===== config.mk =====
export PLATFORM = sky130hd
export DESIGN_NAME = mul_seq_ctrl
export DESIGN_NICKNAME = d
export VERILOG_FILES = /design/src/rtl/mul_seq_ctrl.sv
export SDC_FILE = /design/constraint.sdc
export NUM_CORES = 1
export LEC_CHECK = 0
export CAP_MARGIN = 20
export CORE_ASPECT_RATIO = 1.75
export CORE_UTILIZATION = 54
export CTS_CLUSTER_DIAMETER = 30
export CTS_CLUSTER_SIZE = 8
export DETAILED_ROUTE_END_ITERATION = 7
export PLACE_DENSITY = 0.77
export SETUP_SLACK_MARGIN = 0.02
export SYNTH_ARGS = -nofsm -noshare
export SYNTH_HDL_FRONTEND = slang
export SYNTH_HIERARCHICAL = 1
export SYNTH_SLANG_ARGS = --single-unit

===== constraint.sdc =====
create_clock -name clk -period 7.64 [get_ports clk]
set_clock_uncertainty 0.05 [all_clocks]
set_input_delay 1.146 -clock clk [delete_from_list [all_inputs] [get_ports clk]]
set_output_delay 1.146 -clock clk [all_outputs]
set_load 0.02 [all_outputs]

===== src/rtl/mul_seq_ctrl.sv =====
// mul_seq_ctrl: 32x32->64 shift-and-add multiplier sequencer built around one shared 64-bit CLA adder
module add64 (
    input  logic [63:0] a,
    input  logic [63:0] b,
    output logic [63:0] sum
);
    logic [63:0] g, p, c;
    logic [14:0] gg, gp;
    logic [15:0] gc;
    assign g = a & b;
    assign p = a ^ b;
    for (genvar i = 0; i < 16; i++) begin : grp
        if (i < 15) begin : gen_grp_gp
            assign gg[i] = g[4*i+3] | (p[4*i+3] & g[4*i+2]) | (p[4*i+3] & p[4*i+2] & g[4*i+1])
                         | (p[4*i+3] & p[4*i+2] & p[4*i+1] & g[4*i]);
            assign gp[i] = &p[4*i +: 4];
        end
        assign c[4*i]   = gc[i];
        assign c[4*i+1] = g[4*i] | (p[4*i] & gc[i]);
        assign c[4*i+2] = g[4*i+1] | (p[4*i+1] & g[4*i]) | (p[4*i+1] & p[4*i] & gc[i]);
        assign c[4*i+3] = g[4*i+2] | (p[4*i+2] & g[4*i+1]) | (p[4*i+2] & p[4*i+1] & g[4*i])
                        | (p[4*i+2] & p[4*i+1] & p[4*i] & gc[i]);
    end
    // group carries ripple between 4-bit lookahead blocks; carry out of bit 63 is never formed
    always_comb begin
        gc[0] = 1'b0;
        for (int k = 0; k < 15; k++) gc[k+1] = gg[k] | (gp[k] & gc[k]);
    end
    assign sum = p ^ c;
endmodule

module mul_seq_ctrl #(
    parameter int WIDTH     = 32,
    parameter int SKIP_ZERO = 1
) (
    input  logic                 clk,
    input  logic                 rst_n,
    input  logic                 in_valid,
    output logic                 in_ready,
    input  logic [WIDTH-1:0]     op_a,
    input  logic [WIDTH-1:0]     op_b,
    input  logic                 op_signed,
    output logic                 out_valid,
    input  logic                 out_ready,
    output logic [2*WIDTH-1:0]   product,
    output logic                 busy
);
    typedef enum logic [1:0] {IDLE, CALC, FIX, DONE} state_t;
    state_t state, state_nxt;
    logic [63:0] mcand, acc, add_a, add_b, sum;
    logic [31:0] mplier, abs_a, abs_b;
    logic [5:0]  cnt;
    logic        neg, last;
    assign abs_a = (op_signed && op_a[31]) ? ~op_a + 32'd1 : op_a;
    assign abs_b = (op_signed && op_b[31]) ? ~op_b + 32'd1 : op_b;
    assign add_a = (state == FIX) ? ~acc : acc;
    assign add_b = (state == FIX) ? 64'd1 : mcand;
    assign last  = (cnt == 6'd31) || ((SKIP_ZERO != 0) && (mplier[31:1] == 31'd0));
    assign in_ready  = (state == IDLE);
    assign busy      = (state != IDLE);
    assign out_valid = (state == DONE);
    assign product   = acc;
    add64 u_add (.a(add_a), .b(add_b), .sum(sum));
    always_ff @(posedge clk or negedge rst_n) begin
        if (!rst_n) begin
            state  <= IDLE;
            mcand  <= '0;
            mplier <= '0;
            acc    <= '0;
            cnt    <= '0;
            neg    <= 1'b0;
        end else begin
            state <= state_nxt;
            if (state == IDLE && in_valid) begin
                mcand  <= {32'd0, abs_a};
                mplier <= abs_b;
                neg    <= op_signed & (op_a[31] ^ op_b[31]);
                acc    <= '0;
                cnt    <= '0;
            end else if (state == CALC) begin
                if (mplier[0]) acc <= sum;
                mcand  <= {mcand[62:0], 1'b0};
                mplier <= {1'b0, mplier[31:1]};
                cnt    <= cnt + 6'd1;
            end else if (state == FIX) begin
                acc <= sum;
            end
        end
    end
    always_comb begin
        state_nxt = state;
        case (state)
            IDLE: state_nxt = in_valid ? CALC : IDLE;
            CALC: state_nxt = last ? (neg ? FIX : DONE) : CALC;
            FIX:  state_nxt = DONE;
            DONE: state_nxt = out_ready ? IDLE : DONE;
            default: state_nxt = IDLE;
        endcase
    end
endmodule

* Yosys cells after proc, flatten, opt, wreduce, memory -nomap -nowiden
Index checks and enable logic that the tools add are counted.
Word-level totals: logic and storage cells 445, output and inout port bits 67, flip-flop bits (word level) 169
Operators by class: mux-type cells 19, add/sub/neg operators 3, equal/unequal tests 5, bitwise operators 388, reduce and logical (&&, ||, !) cells 24
Operators with widths (count):
- $mux 64 | 8
- $and 1x1->1 | 229
- $or 1x1->1 | 152
- $mux 32 | 4
- $xor 64x64->64 | 2
- $add 32x1->32 const B | 2
- $not 32->32 | 2
- $not 64->64 | 1
- $and 63x63->63 | 1
- $reduce_and 4->1 | 14
- $logic_not 31->1 | 1
- $mux 6 | 2
- $pmux 2 s4 | 1
- $add 6x1->6 const B | 1
- $eq 6x5->1 const B | 1
- $eq 2x2->1 const B | 2
- $mux 2 | 2
- $reduce_bool 2->1 | 2
- $logic_and 1x1->1 | 3
- $ne 3x3->1 const B | 1
- $reduce_bool 3->1 | 1
- $eq 2x1->1 const B | 1
- $logic_not 2->1 | 1
- $mux 1 | 2
- 3 further kinds | 3

* Depth between registers and ports, before layout
Gate-level depths: netlist of the first run.
depth after elaboration 41, depth in mapped cells 18, mapped depth without buffers 15

* By module
Netlist of the first run, hierarchy kept.
By module, submodules not included:
- mul_seq_ctrl | cells an instance 1205, instances 1, area each 9823.2 µm², seq. area each 4229.1 µm²
- add64 | cells an instance 345, instances 1, area each 2864.0 µm², seq. area each 0.0 µm²

* Least setup slack after synthesis of the first run
No wires, ideal clock.
path type reg2reg, from register state[0], to register acc[49] (netlist: product[49]), required time 7507 ps, period minus slack after synthesis 3889 ps, path slack 3751 ps, data arrival time 3756 ps, cell stages (with the launch flop) 18, path through dfrtp_1 > clkbuf_1 > nand2b_1 > clkbuf_1 > clkbuf_1 > xnor2_1 > ha_1 > a211oi_1 > o21bai_1 > a32oi_4 > a21boi_2 > o21ai_1 > nand3b_2 > a31o_2 > fa_1 > xor2_1 > nand2_1 > o21ai_0
RTL lines:
- start, declared | RTL line 49 | state_t state, state_nxt;
- start signal, assigned | RTL line 73 | state <= state_nxt;
- $eq 2x2->1 * | RTL line 56 | assign add_a = (state == FIX) ? ~acc : acc;
- $mux 64 * | RTL line 56
- net add_a[1] | RTL line 50 | logic [63:0] mcand, acc, add_a, add_b, sum;
- $and 63x63->63 or $xor 64x64->64 (tied branches) | RTL line 10, 11
- $and 1x1->1 (on tied branches) | RTL line 14, 15
- $or 1x1->1 or $and 1x1->1 (tied branches) | RTL line 14, 15
- $or 1x1->1 * | RTL line 15 | | (p[4*i+3] & p[4*i+2] & p[4*i+1] & g[4*i]);
- $and 1x1->1 * | RTL line 27 | for (int k = 0; k < 15; k++) gc[k+1] = gg[k] | (gp[k] & gc[k]);
- [20 not listed]
- $or 1x1->1 * | RTL line 27
- $and 1x1->1 * | RTL line 19 | assign c[4*i+1] = g[4*i] | (p[4*i] & gc[i]);
- $or 1x1->1 * | RTL line 19
- $xor 64x64->64 * | RTL line 29 | assign sum = p ^ c;
- net sum[49] | RTL line 50
- $mux 64 (on tied branches) | RTL line 85, 81
- $mux 64 * | RTL line 80 | end else if (state == CALC) begin
- $mux 64 * | RTL line 74 | if (state == IDLE && in_valid) begin
- end signal, assigned | RTL line 81 | if (mplier[0]) acc <= sum;
- end signal, assigned | RTL line 86 | acc <= sum;
- end, declared | RTL line 50
The timed path passes the listed nets; every way through them passes the cells marked *. The select of a mux whose other input is x is not followed. A chain may end at the register's enable or synchronous reset.

* Worst setup path in the final report of the first run
from register state[0], to register acc[53] (netlist: product[53])
RTL lines (RTL line):
- $eq 2x2->1 * | 56
- $mux 64 * | 56
- net add_a[1] | 50
- $and 63x63->63 or $xor 64x64->64 (tied branches) | 10, 11
- $and 1x1->1 (on tied branches) | 14, 15
- $or 1x1->1 or $and 1x1->1 (tied branches) | 14, 15
- $or 1x1->1 * | 15
- $and 1x1->1 * | 27
- [22 not listed]
- $or 1x1->1 * | 27
- $and 1x1->1 * | 19
- $or 1x1->1 * | 19
- $xor 64x64->64 * | 29
- net sum[53] | 50
- $mux 64 (on tied branches) | 85, 81
- $mux 64 * | 80
- $mux 64 * | 74
Marks and branches as above.

==> impl_metrics.tcl, run 1 <==
set metrics [dict create \
    slew_headroom 0.273 \
    antenna_cells 0 \
    place_inst 1903 \
    ctsHtreeMaxLevel 4 \
    wl_um 32300 \
    hold_buffers 0 \
    start_util 0.553 \
    end_kind "flop" \
    gr-total-overflow 0 \
    place_ws_ps 2800 \
    ys_ff_latch 169 \
    setup_viol 0 \
    final_common_cell "nand2_1" \
    path_class "flop to flop" \
    synth_cells 1550 \
    postCtsSetupBuffers 0 \
    slew_violations 0 \
    syn_area_um2 12700 \
    critPathArrivalTime_ps 5160 \
    register_area_um2 4230 \
    final_cell_mix "nand2_1 (354), dfrtp_1 (169), clkdlybuf4s50_1 (134)" \
    rsz0062_at_grt "false" \
    cts_tree "done" \
    cts.sinks 169 \
    cts-buffers-inserted 17 \
    core_area_um2 22900 \
    syn_avg_cell_area_um2 8.19 \
    die_area_um2 24100 \
    num_vias 11200 \
    grt_max_degree 129 \
    antenna_left 0 \
    synth.distinct_cells 78 \
    root_buffer "clkbuf_16" \
    hold_path_class "flop to flop" \
    dieHeight_um 205 \
    clk_pin_slew_ps 70 \
    syn2layout_area_growth_pct 16.8 \
    drcViolationCount 0 \
    row_count 73 \
    wl_per_cell_um 16.7 \
    grt_first_pass_wirelength_um 54200 \
    run_status "finished, final reports clean" \
    async_reset_ff_frac 1.00 \
    dpl.hpwl_um 23300 \
    grt_use_total 0.280 \
    max_freq_mhz 207 \
    period_needed_ps 4830 \
    synth_edf_count 0 \
    path_max_fanout 55 \
    fin_cells 1936 \
    cp.required_ps 7970 \
    ctsLongestPathBuffers 2 \
    ys.flop_type "dfrtp_1" \
    syn-num-nets 1701 \
    cap_violations 0 \
    tightestPinTransition_ps 1090 \
    multi_input_area_um2 8050 \
    layout-drive-gt1-share 0.0544 \
    first_global_vias 11200 \
    drt_iter0_drc 675 \
    gp_congestion 0.891 \
    powerDensity_nw_per_um2 419 \
    n_fill_cell 1988 \
    tns_ps 0 \
    io_pins 136 \
    port_buffers 135 \
    peakVddDrop_mv 0.223 \
    p_leak_nw 6.50 \
    cts_resized 0 \
    viasPerCell 5.80 \
    clock_latency_ps 450 \
    totalPowerFinal_mw 6.20 \
    antenna_found_initial 0 \
    yosys_warnings 6 \
    nets 1774 \
    finalHoldViolCount 0 \
    cp-start-kind "flop" \
    fp.dieW_um 118 \
    yosysSeqAreaShare 0.333 \
    fin_ws_ps 2810 \
    drt_pass1_iterations 5 \
    fin_crit_sh 0.632 \
]
layer usage:
layer / track usage / part of all wire
met5: 0 / 0
met4: 0.120 / 0.034
met3: 0.0443 / 0.029
met2: 0.528 / 0.54
met1: 0.307 / 0.39
Yosys cell counts (all sizes together) (26+ instances only):
cell    number  area, um2
ha          66        826
xnor2      129       1130
nor2        51        191
nand2      355       1330
dfrtp      169       4230
nand3       26        135
a21oi      101        532
and2        69        432
and3        44        275
xor2        32        280
o21ai      142        714
a31oi       31        200
nor3        30        178
clkbuf      76        285
metrics by stage:
step,hold WS [ps],instance area (um2),util
after global routing,433,14800,0.646
final,419,14800,0.646
after detailed placement,405,14200,0.618
after CTS,414,14800,0.645
after floorplan,373,12700,-
after global placement,383,14200,0.618
cells by family (layout without fill, tap and decap cells):
logic type / after synthesis / in the layout / share of synthesized area
adders and majority gates: 82 / 82 / 0.0903
DFF: 169 / 169 / 0.333
buffers and inverters: 114 / 200 / 0.0354
xor gates and xnor gates: 161 / 161 / 0.111
muxes: 12 / 12 / 0.00957
AOI/OAI and AO/OA: 347 / 347 / 0.165
and+or+nand+nor: 665 / 665 / 0.255
sequential cells by signal (all words and copies together) (netlist names):
signal / flops
neg: 1
cnt: 6
mplier: 32
state: 2
mcand: 64
product: 64
final cells by class:
type | instances | share of cell area
Clock buffer | 18 | 0.0290
Clock inverter | 14 | 0.0132
Inverter | 22 | 0.00557
Multi-Input combinational cell | 1267 | 0.543
Sequential cell | 169 | 0.285
Tap cell | 300 | 0.0253
Timing Repair Buffer | 146 | 0.0982
final timing paths:
| check | startpoint | end | slack (ps) | cells after the start |
|---|---|---|---|---|
| max | state[0]$_DFF_PN0_ | product[53]$_DFFE_PN0P_ | 2810 | 16 |
| min | neg$_DFFE_PN0P_ | state[0]$_DFF_PN0_ | 420 | 1 |
| max reg2reg | state[0]$_DFF_PN0_ | product[53]$_DFFE_PN0P_ | 2810 | 16 |
| min reg2reg | neg$_DFFE_PN0P_ | state[0]$_DFF_PN0_ | 420 | 1 |
| max in group asynchronous | rst_n | mcand[41]$_DFFE_PN0P_ | 5250 | 2 |
| min in group asynchronous | rst_n | product[33]$_DFFE_PN0P_ | 770 | 1 |
worst max-delay path, cell delays in order (launching register included):
cell	delay, ps
dfrtp_1	560
nand2b_4	590
buf_4	600
xnor2_1	210
ha_1	350
a211oi_1	280
o21bai_1	250
a32oi_4	290
a21oi_2	150
nor3_2	320
nand2b_1	160
nand3_1	110
nand2_1	70
fa_1	380
xor2_1	160
nand2_1	60
o21ai_0	160
power by group:
part | internal [mW] | switching (mW)
Clock | 0.548 | 0.382
Sequential | 1.29 | 0.375
Combinational | 1.55 | 2.06
Total | 3.39 | 2.82
Note: power is estimated with default switching activity, not from simulation.
==> inputs of run 2 (changes only) <==
==> constraint.sdc (replaced) <==
create_clock -name clk -period 4.8 [get_ports clk]
set_clock_uncertainty 0.05 [all_clocks]
set_input_delay 0.72 -clock clk [delete_from_list [all_inputs] [get_ports clk]]
set_output_delay 0.72 -clock clk [all_outputs]
set_load 0.02 [all_outputs]
==> impl_metrics.tcl, run 2 (synthesized netlist as in run 1, its figures left out) <==
set metrics [dict create \
    path_class "flop to flop" \
    hold_path_class "input pin to async pin" \
    grt_first_pass_wirelength_um 53900 \
    path_max_fanout 70 \
    first_global_vias 11200 \
    max_freq_mhz 240 \
    internal_power_mw 5.30 \
    dieHeight_um 205 \
    drt_pass1_iterations 5 \
    tns_ps 0 \
    slew_violations 0 \
    die_area_um2 24100 \
    place_inst 1908 \
    wl_um 32400 \
    cp-start-kind "flop" \
    finalHoldViolCount 0 \
    viasPerCell 5.83 \
    fin_crit_sh 0.868 \
    grt_max_degree 104 \
    p_leak_nw 6.51 \
    dpl.hpwl_um 23800 \
    gp_congestion 0.891 \
    core_area_um2 22900 \
    period_needed_ps 4170 \
    gr-total-overflow 0 \
    io_pins 136 \
    end_kind "flop" \
    fp.dieW_um 118 \
    drt_iter0_drc 582 \
    setup_viol 0 \
    antenna_found_initial 0 \
    tightestPinTransition_ps 1080 \
    antenna_left 0 \
    p_sw_mw 4.48 \
    clk_pin_slew_ps 70 \
    ctsLongestPathBuffers 2 \
    port_buffers 135 \
    n_fill_cell 1972 \
    cts_tree "done" \
    postCtsSetupBuffers 0 \
    cp.required_ps 5110 \
    hold_buffers 0 \
    critPathArrivalTime_ps 4480 \
    cts_resized 0 \
    row_count 73 \
    slew_headroom 0.280 \
    wl_per_cell_um 16.7 \
    root_buffer "clkbuf_16" \
    final_common_cell "nand2_1" \
    powerDensity_nw_per_um2 660 \
    cts.sinks 169 \
    power_frac_clock 0.139 \
    pwr-share-seq 0.270 \
    antenna_cells 0 \
    nets 1778 \
    syn2layout_area_growth_pct 16.8 \
    start_util 0.553 \
    layout-drive-gt1-share 0.0567 \
    peakVddDrop_mv 0.363 \
    swShare 0.459 \
    fin_cells 1940 \
    rsz0062_at_grt "false" \
    grt_use_total 0.278 \
    clock_latency_ps 440 \
    cap_violations 0 \
    ctsHtreeMaxLevel 4 \
    combPwrFrac 0.591 \
    final_cell_mix "nand2_1 (354), dfrtp_1 (169), clkdlybuf4s50_1 (134)" \
    cts-buffers-inserted 17 \
    drcViolationCount 0 \
    num_vias 11300 \
    run_status "finished, final reports clean" \
]
==> run 2: cell types whose count changed in the layout (fill, tap and decap cells not counted), sizes merged <==
| cell | change |
|---|---|
| clkinvlp | -1 |
| clkbuf | +4 |
| inv | -2 |
| clkinv | +2 |
| buf | +4 |
| bufinv | -3 |
==> run 2: area by class of cell <==
cell class	instances	area, um2	area share
Clock buffer	22	484	0.0327
Clock inverter	10	93.8	0.00633
Tap cell	300	375	0.0253
Inverter	22	82.6	0.00557
Sequential cell	169	4230	0.285
Timing Repair Buffer	150	1500	0.101
Multi-Input combinational cell	1267	8050	0.543
==> run 2: power by group through the flow <==
stage	Clock [mW]	Sequential, mW	Combinational (mW)
finish	1.36	2.64	5.78
global route	1.44	2.73	6.47
CTS	1.38	2.65	5.79
detailed placement	0	2.67	5.74
global placement	0	2.65	5.59
floorplan	0	2.75	3.95
==> run 2: final timing paths <==
kind,start,end,slack [ps],cells after the start
max,state[0]$_DFF_PN0_,product[53]$_DFFE_PN0P_,630,16
min reg2reg,neg$_DFFE_PN0P_,state[0]$_DFF_PN0_,410,1
min in group clk,neg$_DFFE_PN0P_,state[0]$_DFF_PN0_,410,1
max in group asynchronous,rst_n,mcand[27]$_DFFE_PN0P_,3310,2
max reg2reg,state[0]$_DFF_PN0_,product[53]$_DFFE_PN0P_,630,16
min,rst_n,mcand[33]$_DFFE_PN0P_,300,1
==> run 2: metrics by stage <==
stage          hold slack, ps  area, um2  total power, mW  utilization  worst slack (ps)
2_1_floorplan             373      12700             6.70            -               911
3_3_place_gp              381      14200             8.24        0.621               778
3_5_place_dp              392      14200             8.41        0.621               713
4_1_cts                   371      14800             9.81        0.646               645
5_1_grt                   417      14800             10.6        0.646               374
6_report                  301      14800             9.78        0.646               633
==> run 2: critical path, stage by stage (launching register included) <==
cell	delay (ps)
dfrtp_1	560
nand2b_4	270
buf_12	330
xnor2_1	130
ha_1	370
a21oi_1	200
o21ai_0	200
a21oi_1	410
nor2_1	110
nor3_2	270
nand2b_1	180
nand3_1	140
nand2_1	80
fa_1	390
xor2_1	160
nand2_1	50
o21ai_0	140
==> run 2: metal layers <==
metal  GRT usage  part of all wire  vias to the layer above
met5           0                 0                        -
met4       0.145             0.041                        0
met3      0.0317             0.031                       81
met2       0.524              0.55                      292
met1       0.302              0.38                     5421
li1            -                 -                     5513
